[src/rtl/clk_div_ctrl.sv]
// Programmable clock-enable divider with a config handshake and run/pause/stop control.
// Emits one registered tick per (div+1) cycles, with periodic or one-shot operation.
module clk_div_ctrl #(
   parameter int unsigned WIDTH       = 32,
   parameter int unsigned DEFAULT_DIV = 9
) (
   input  logic             clk,
   input  logic             nrst,
   input  logic             cfg_valid,
   output logic             cfg_ready,
   input  logic [WIDTH-1:0] cfg_div,
   input  logic             cfg_oneshot,
   input  logic             start,
   input  logic             pause,
   input  logic             stop,
   output logic             tick,
   output logic [WIDTH-1:0] cnt,
   output logic             busy,
   output logic [15:0]      tick_cnt
);

   typedef enum logic [1:0] {
      IDLE  = 2'd0,
      RUN   = 2'd1,
      PAUSE = 2'd2
   } state_t;

   state_t           state;
   logic [WIDTH-1:0] div_reg;
   logic             oneshot_reg;

   assign cfg_ready = (state == IDLE);
   assign busy      = (state != IDLE);

   always_ff @(posedge clk or negedge nrst) begin
      if (!nrst) begin
         state       <= IDLE;
         cnt         <= '0;
         tick        <= 1'b0;
         tick_cnt    <= '0;
         div_reg     <= WIDTH'(DEFAULT_DIV);
         oneshot_reg <= 1'b0;
      end else begin
         tick <= 1'b0;
         case (state)
            IDLE: begin
               if (cfg_valid) begin
                  div_reg     <= cfg_div;
                  oneshot_reg <= cfg_oneshot;
               end
               if (start) begin
                  state    <= RUN;
                  cnt      <= '0;
                  tick_cnt <= '0;
               end
            end
            RUN: begin
               // stop outranks pause, which outranks the terminal count
               if (stop) begin
                  state <= IDLE;
                  cnt   <= '0;
               end else if (pause) begin
                  state <= PAUSE;
               end else if (cnt == div_reg) begin
                  cnt  <= '0;
                  tick <= 1'b1;
                  if (tick_cnt != 16'hFFFF)
                     tick_cnt <= tick_cnt + 16'd1;
                  if (oneshot_reg)
                     state <= IDLE;
               end else begin
                  cnt <= cnt + WIDTH'(1);
               end
            end
            PAUSE: begin
               if (stop) begin
                  state <= IDLE;
                  cnt   <= '0;
               end else if (start) begin
                  state <= RUN;
               end
            end
            default: begin
               state <= IDLE;
               cnt   <= '0;
            end
         endcase
      end
   end

endmodule

[config.mk]
export PLATFORM = sky130hd
export DESIGN_NAME = clk_div_ctrl
export DESIGN_NICKNAME = d
export VERILOG_FILES = /design/src/rtl/clk_div_ctrl.sv
export SDC_FILE = /design/constraint.sdc
export NUM_CORES = 1
export LEC_CHECK = 0
export CELL_PAD_IN_SITES_DETAIL_PLACEMENT = 2
export CELL_PAD_IN_SITES_GLOBAL_PLACEMENT = 2
export CORE_UTILIZATION = 35
export DETAILED_ROUTE_END_ITERATION = 8
export PLACE_DENSITY = 0.93
export SKIP_CTS_REPAIR_TIMING = 1
export SLEW_MARGIN = 20
export SYNTH_ARGS = -nofsm -noshare
export SYNTH_HDL_FRONTEND = slang
export SYNTH_SLANG_ARGS = --single-unit
export TNS_END_PERCENT = 10
[constraint.sdc]
create_clock -name clk -period 5.2 [get_ports clk]
set_input_delay 1.04 -clock clk [delete_from_list [all_inputs] [get_ports clk]]
set_output_delay 1.04 -clock clk [all_outputs]
set_load 0.01 [all_outputs]
* Yosys cells after proc, flatten, opt, wreduce, memory -nomap -nowiden
Index checks and enable logic that the tools add are counted.
** Word-level totals
- Register bits after elaboration :: 84
- Bits of input ports :: 39
- Output and inout bits :: 51
** Cells by class
- Add/sub/neg operators :: 2
- Equality and inequality tests :: 13
- Muxes and demuxes :: 23
- Reductions and logical operators :: 7
** Operators with widths (count)
- 2-to-1 mux 32 bit :: 5
- case mux 32 bit (3 select lines) :: 1
- 2-to-1 mux 16 bit :: 5
- adder 32 x 1 -> 32 bit, second input constant :: 1
- equality test 32 bit :: 1
- case mux 16 bit (2 select lines) :: 1
- adder 16 x 1 -> 16 bit, second input constant :: 1
- inequality test 16 bit, second input constant :: 1
- 2-to-1 mux 2 bit :: 6
- inequality test 2 bit, second input constant :: 5
- inequality test 4 bit, second input constant :: 2
- case mux 2 bit (3 select lines) :: 1
- AND reduction 6 bit :: 1
- 2-to-1 mux 1 bit :: 4
- AND reduction 2 bit :: 2
- nonzero test 2 bit :: 2
- inequality test 3 bit, second input constant :: 1
- AND reduction 3 bit :: 1
- equality test 2 x 1 -> 1 bit, second input constant :: 1
- equality test 2 bit, second input constant :: 1
- logical NOT 2 bit :: 1
- inequality test 2 x 1 -> 1 bit, second input constant :: 1

* Depth between registers and ports, before layout
Gate-level depths: netlist of the first run.
- Depth after elaboration :: 6
- Mapped depth :: 9

* Worst setup path before layout of the first run
OpenSTA, ideal clock, no wires.
- Kind :: in2reg
- Start point :: input port stop
- End point :: register cnt[22]
- Library setup time :: 0.121 ns
- Arrival :: 2.371 ns
- Path slack :: 2.708 ns
- Stages :: 7
- Cells stage by stage :: and4bb_2 > a211o_2 > or2_1 > buf_6 > nor3_1 > xnor2_1 > nor2_1
** On the way
- Longest elaborated chain between the ends :: 2
- Elaborated cells on any way between the ends :: 5
- Those cells by class :: eq/ne (2); mux (2); reduce/logical (1)
** RTL lines
- start, declared :: line 15 : input logic stop,
- inequality test 3 bit (no source line), or another cell as far along
- AND reduction 3 bit (no source line) / case mux 32 bit (3 select lines) (equally long branches)
- end signal, assigned :: line 72 : cnt <= cnt + WIDTH'(1);
- end, declared :: line 17 : output logic [WIDTH-1:0] cnt,
Parallel ways exist; a longest one is shown, timed or not.
A chain may end at the register's enable or synchronous reset.

* Final worst setup path of the first run
- Start point :: register cnt[3]
- End point :: register tick_cnt[15]
** On the way
- Longest elaborated chain between the ends :: 3
** RTL lines
- equality test 32 bit :: line 64 : end else if (cnt == div_reg) begin
- inequality test 2 bit (no source line)
- AND reduction 6 bit (no source line)
- end signal, assigned :: line 68 : tick_cnt <= tick_cnt + 16'd1;
- end, declared :: line 19 : output logic [15:0] tick_cnt
Every way passes these cells.

==> run_results.csv, run 1 <==
group,metric,value,unit
timing,finalCritPeriodShare,63.2,%
layout,area_growth,30.3,%
placement,globalplace.congestion,0.772,
routing,drt_first_pass_iters,4,
critical_path,max_stage_delay,0.75,ns
logic_synthesis,async_flop_share,100,%
floorplan,coreArea,12000,um2
placement,place.port_buffers,89,
layout,drive_gt1_share,14.9,%
hold_path,min_from,"oneshot_reg$_DFFE_PN0P_",
clocking,clockRootBuffer,"clkbuf_16",
routing,drt_iter0_drc,145,
logic_synthesis,syn_area,4330,um2
critical_path,start_kind,"register",
timing,slew_violations,0,
timing,final_hold_viol_count,0,
logic_synthesis,synth_edf_count,0,
clocking,cts_made_buffers,9,
critical_path,critPathBufInv,0,
logic_synthesis,synth_common_cells,"82 x dfrtp_1, 52 x nor2_1, 48 x xor2_1",
layout,fin_nets,538,
grt,grt_pass1_wl,22.1,mm
routing,drt_wl_total,13.4,mm
clocking,clock_path_buffers,2,
layout,finish.utilization,47.0,%
critical_path,arrival,3.50,ns
critical_path,critPathSlowestCell,"nor3_4",
critical_path,crit_path_end_kind,"register",
clocking,cts-htree-levels,3,
grt,gr-usage-met2,39.6,%
logic_synthesis,synth-seq-cells,84,
logic_synthesis,synth_top_area_share,47.4,%
timing,setup_viol,0,
pwr,vdd_ir_drop_max,0.171,mV
timing,rsz0062_at_grt,"no",
timing,finalSetupTns,0,ns
timing,relSlewSlack,42.2,%
logic_synthesis,yosysTopAreaCell,"dfrtp_1",
logic_synthesis,synthDistinctLibCells,46,
floorplan,rows,40,
logic_synthesis,syn_avg_cell_area,10.6,um2
pwr,p_leak,2.41,nW
logic_synthesis,synth.most_common_cell,"dfrtp_1",
timing,fin_crit,3.29,ns
logic_synthesis,syn_inst,409,
clocking,clk_pin_slew,0.06,ns
run_status,outcome,"finished, final reports clean",
logic_synthesis,synth_flop_cell,"dfrtp_1",
critical_path,r2r_start,"cnt[3]$_DFFE_PN0P_",
logic_synthesis,seq_area_frac_synth,48.6,%
critical_path,cpLargestDelayFamily,"simple AND/OR/NAND/NOR gates",
floorplan,fp.dieH,113,um
routing,antenna_left,0,
critical_path,critPathRequiredTime,5.41,ns
clocking,clk_latency,0.35,ns
grt,grt_use_total,22.8,%
hold_path,hold_path_class,"reg -> reg",
floorplan,start_util,36.1,%
routing,post-route-drc-count,0,
routing,wl_per_cell,20.7,um
placement,place_hpwl,9.61,mm
clocking,cts_sinks,84,
logic_synthesis,yosys-top-cells-area,"dfrtp_1 47%, xor2_1 9.7%, mux2_2 8.6%",
logic_synthesis,synth_nets,450,
grt,use_met1,28.0,%
critical_path,cp_cell_sequence,"xor2_1 -> nor4_1 -> nand4_1 -> nor3_4 -> or2_2 -> o21ai_0",
pwr,power_density,349,nW/um2
logic_synthesis,yosys_warnings,0,
timing,tightest_slew,0.860,ns
grt,grt_max_degree,85,
floorplan,die_x,113,um
grt,antenna_found_initial,0,
floorplan,io_pins,90,
grt,overflow,0,
clocking,cts_tree,"done",
grt,grtUsageMet3,4.28,%
grt,grt_pass1_vias,3939,
timing,fin_skew,0.0103,ns
flow_run,max_cap_violations,0,
timing,fmax,0.304,GHz
routing,vias,3478,
critical_path,crit_start,"cnt[3]$_DFFE_PN0P_",
critical_path,path_class,"reg -> reg",
layout,num_antenna_cells,0,
grt,busiest_layer,"met2",
critical_path,critical_path.max_fanout,19,
routing,vias_per_cell,5.36,
floorplan,dieArea,12800,um2
[path summary, 6_finish.rpt]
check	cells past startpoint	slack, ns	to
max reg2reg	6	1.91	tick_cnt[15]$_DFFE_PN0P_
max in group asynchronous	1	3.90	oneshot_reg$_DFFE_PN0P_
min in group asynchronous	1	0.74	cnt[22]$_DFFE_PN0P_
max	6	1.91	tick_cnt[15]$_DFFE_PN0P_
min	1	0.53	oneshot_reg$_DFFE_PN0P_
min reg2reg	1	0.53	oneshot_reg$_DFFE_PN0P_
[cell usage in the layout (no fill, tap or decap), drive strengths merged, types with 2 or more instances in the layout]
cell type	Yosys	final
dfrtp	82	82
a31o	2	2
and2	4	4
or2	3	3
buf	10	2
ha	2	2
nand2	22	22
nor2	53	53
nand3	15	15
nor3b	2	2
and4	4	4
clkdlybuf4s50	0	88
xnor2	14	14
xor2	48	48
a21o	2	2
clkbuf	3	12
mux2	33	33
a211oi	2	2
nand4	14	14
and3	13	13
dfstp	2	2
nor3	13	13
a21oi	10	10
o21ai	14	14
inv	14	14
nor4	11	11
bufinv	0	2
a31oi	3	3
[power breakdown]
| group | switching (mW) | internal (mW) |
|---|---|---|
| clock | 0.273 | 0.434 |
| combinational | 0.196 | 0.209 |
| sequential | 0.101 | 0.752 |
[routing by layer]
layer | vias up | share of wire [%]
met5 | - | 0
met4 | 0 | 2.2
met3 | 20 | 3.8
met2 | 86 | 50
met1 | 1772 | 44
li1 | 1600 | -
[worst register-to-register path, cell delays in order (launching register included)]
cell     delay [ns]
dfrtp_1        0.46
xor2_1         0.20
nor4_1         0.69
nand4_1        0.42
nor3_4         0.75
or2_2          0.46
o21ai_0        0.16
[area by class of cell]
type / instances / area (um2)
well taps: 147 / 184
flip-flops and latches: 84 / 2100
clock inverters: 4 / 72.6
multi-input cells: 298 / 2080
inverters: 14 / 52.6
repair buffers: 90 / 900
fillers: 1233 / 6370
clock buffers: 12 / 246
[through the flow]
step / area [um2] / instances / hold WS [ns] / setup WS, ns / power [mW]
after CTS: 5640 / 649 / 0.535 / 1.94 / 1.99
final: 5640 / 649 / 0.530 / 1.91 / 1.97
after floorplan: 4330 / 409 / 0.481 / 2.71 / 1.07
after global routing: 5640 / 649 / 0.543 / 1.79 / 2.06
after global placement: 5320 / 633 / 0.509 / 1.73 / 1.24
after detailed placement: 5320 / 633 / 0.521 / 1.57 / 1.27
[cell families (layout without fill, tap and decap cells)]
family	count (synthesis)	after routing	synth area share [%]
AND/OR/NAND/NOR	158	158	19.2
flip-flops	84	84	48.6
XOR/XNOR	62	62	12.5
AO/OA/AOI/OAI	42	42	6.96
multiplexers	34	34	8.81
buffers and inverters	27	120	3.35
adder cells (fa/ha/maj)	2	2	0.578
(Power assumes the default switching activity.)
==> inputs of run 2 (changes only) <==
--- a/config.mk
+++ b/config.mk
@@ -7,9 +7,9 @@
 export LEC_CHECK = 0
 export CELL_PAD_IN_SITES_DETAIL_PLACEMENT = 2
 export CELL_PAD_IN_SITES_GLOBAL_PLACEMENT = 2
-export CORE_UTILIZATION = 35
+export CORE_UTILIZATION = 29
 export DETAILED_ROUTE_END_ITERATION = 8
-export PLACE_DENSITY = 0.93
+export PLACE_DENSITY = 0.83
 export SKIP_CTS_REPAIR_TIMING = 1
 export SLEW_MARGIN = 20
 export SYNTH_ARGS = -nofsm -noshare
==> constraint.sdc (replaced) <==
create_clock -name clk -period 2.65 [get_ports clk]
set_input_delay 0.53 -clock clk [delete_from_list [all_inputs] [get_ports clk]]
set_output_delay 0.53 -clock clk [all_outputs]
set_load 0.01 [all_outputs]
==> run 2 against run 1 <==
Fmax is 33% higher. Sequential share of layout area is 1.8 points lower. Highest routed layer is now met5. Via count is 3.2% higher. Sequential power is 96% higher. Flip-flop and latch count stayed put. Worst hold slack worse by 0.39 ns. Largest power group unchanged. Die area is 20% higher. Largest cell class unchanged.
==> run_results.csv, run 2 (same netlist as run 1, synthesis figures left out) <==
group,metric,value,unit
clocking,clk_latency,0.35,ns
placement,place_hpwl,10.2,mm
layout,finish.utilization,40.8,%
placement,place.port_buffers,89,
pwr,power_density,627,nW/um2
grt,grt_max_degree,55,
grt,antenna_found_initial,1,
critical_path,rr_worst_depth,10,
placement,dp_cells,701,
pwr,p_leak,2.57,nW
layout,stdcell_count,717,
flow_run,max_cap_violations,0,
timing,final_hold_viol_count,0,
layout,drive_gt1_share,19.7,%
critical_path,arrival,2.75,ns
floorplan,rows,44,
clocking,clockRootBuffer,"clkbuf_16",
layout,num_antenna_cells,0,
placement,globalplace.congestion,0.767,
routing,vias,3590,
routing,drt_first_pass_iters,4,
clocking,clk_pin_slew,0.06,ns
critical_path,r2r_setup_slack,0.18,ns
routing,vias_per_cell,5.01,
routing,post-route-drc-count,0,
routing,drt_wl_total,13.9,mm
timing,setup_viol,0,
layout,area_growth,36.9,%
timing,finalCritPeriodShare,93.3,%
layout,fin_nets,569,
pwr,vdd_ir_drop_max,0.300,mV
clocking,cts_made_buffers,9,
critical_path,critPathBufInv,3,
critical_path,r2r_start,"tick_cnt[1]$_DFFE_PN0P_",
timing,fmax,0.404,GHz
floorplan,start_util,29.8,%
critical_path,crit_path_end_kind,"register",
routing,wl_per_cell,19.4,um
run_status,outcome,"finished, final reports clean",
clocking,cts-htree-levels,3,
floorplan,die_x,124,um
timing,fin_crit,2.47,ns
timing,slew_violations,0,
grt,grt_use_total,19.0,%
critical_path,crit_top_cell,"buf_4",
critical_path,critPathSlowestCell,"dfrtp_1",
critical_path,critPathRequiredTime,2.92,ns
grt,grt_pass1_vias,4099,
clocking,cts_sinks,84,
routing,drt_iter0_drc,103,
layout,layout_commonest_cell,"clkdlybuf4s50_1",
routing,antenna_left,0,
layout,fillers,1573,
floorplan,io_pins,90,
critical_path,r2r-end,"tick_cnt[13]$_DFFE_PN0P_",
critical_path,start_kind,"register",
critical_path,cp_cell_sequence,"ha_1 -> nand3_1 -> nor3_1 -> buf_4 -> a31o_2 -> nor3_4 -> buf_4 -> or2_2 -> buf_4 -> o21ai_2",
critical_path,path_class,"reg -> reg",
floorplan,fp.dieH,124,um
clocking,clock_path_buffers,2,
clocking,cts_tree,"done",
critical_path,max_stage_delay,0.44,ns
grt,overflow,0,
critical_path,cpLargestDelayFamily,"simple AND/OR/NAND/NOR gates",
floorplan,dieArea,15400,um2
timing,relSlewSlack,50.1,%
timing,tightest_slew,0.746,ns
floorplan,coreArea,14500,um2
layout,mostFrequentLayoutCells,"88 x clkdlybuf4s50_1, 82 x dfrtp_1, 52 x nor2_1",
grt,grt_pass1_wl,22.9,mm
critical_path,critical_path.max_fanout,7,
timing,rsz0062_at_grt,"no",
hold_path,hold_path_class,"in -> async",
timing,fin_skew,0.00820,ns
[run 2: per-stage QoR]
stage	setup slack (ns)	cell area (um2)	total power, mW	setup TNS, ns	hold WS [ns]
5_1_grt	0.0566	5930	3.91	0	0.167
3_5_place_dp	-0.0281	5650	2.54	-0.0327	0.506
4_1_cts	0.201	5930	3.78	0	0.144
3_3_place_gp	0.0680	5650	2.48	0	0.505
2_1_floorplan	0.586	4330	2.11	0	0.234
6_report	0.177	5930	3.72	0	0.138
[run 2: layout make-up]
| cell class | instances | area, um2 | share of cell area [%] |
|---|---|---|---|
| clock buffers | 15 | 278 | 4.68 |
| multi-input cells | 298 | 2080 | 35.1 |
| clock inverters | 1 | 5.00 | 0.0844 |
| inverters | 14 | 52.6 | 0.886 |
| well taps | 184 | 230 | 3.88 |
| repair buffers | 121 | 1180 | 19.9 |
| flip-flops and latches | 84 | 2100 | 35.5 |
[run 2: worst max-delay path by stage]
stage | start | end | slack [ns] | cells past startpoint
after floorplan | state[1]$_DFFE_PN0P_ | tick_cnt[8]$_DFFE_PN0P_ | 0.59 | 9
after global placement | stop | cnt[31]$_DFFE_PN0P_ | 0.07 | 7
after detailed placement | stop | cnt[31]$_DFFE_PN0P_ | -0.03 | 7
after CTS | tick_cnt[1]$_DFFE_PN0P_ | tick_cnt[13]$_DFFE_PN0P_ | 0.20 | 10
after global routing | tick_cnt[1]$_DFFE_PN0P_ | tick_cnt[14]$_DFFE_PN0P_ | 0.06 | 10
final | tick_cnt[1]$_DFFE_PN0P_ | tick_cnt[13]$_DFFE_PN0P_ | 0.18 | 10
[run 2: routing by layer]
layer | GRT usage [%] | wire length (um) | vias up
met5 | 0 | 8 | -
met2 | 32.6 | 7040 | 72
met4 | 7.30 | 245 | 2
li1 | - | - | 1659
met3 | 3.88 | 495 | 17
met1 | 23.3 | 6090 | 1840
[run 2: report_power, final]
part / leakage, nW / internal [mW] / switching [mW]
Combinational: 1.34 / 0.444 / 0.392
Sequential: 1.09 / 1.48 / 0.190
Clock: 0.140 / 0.712 / 0.504
Total: 2.57 / 2.63 / 1.09
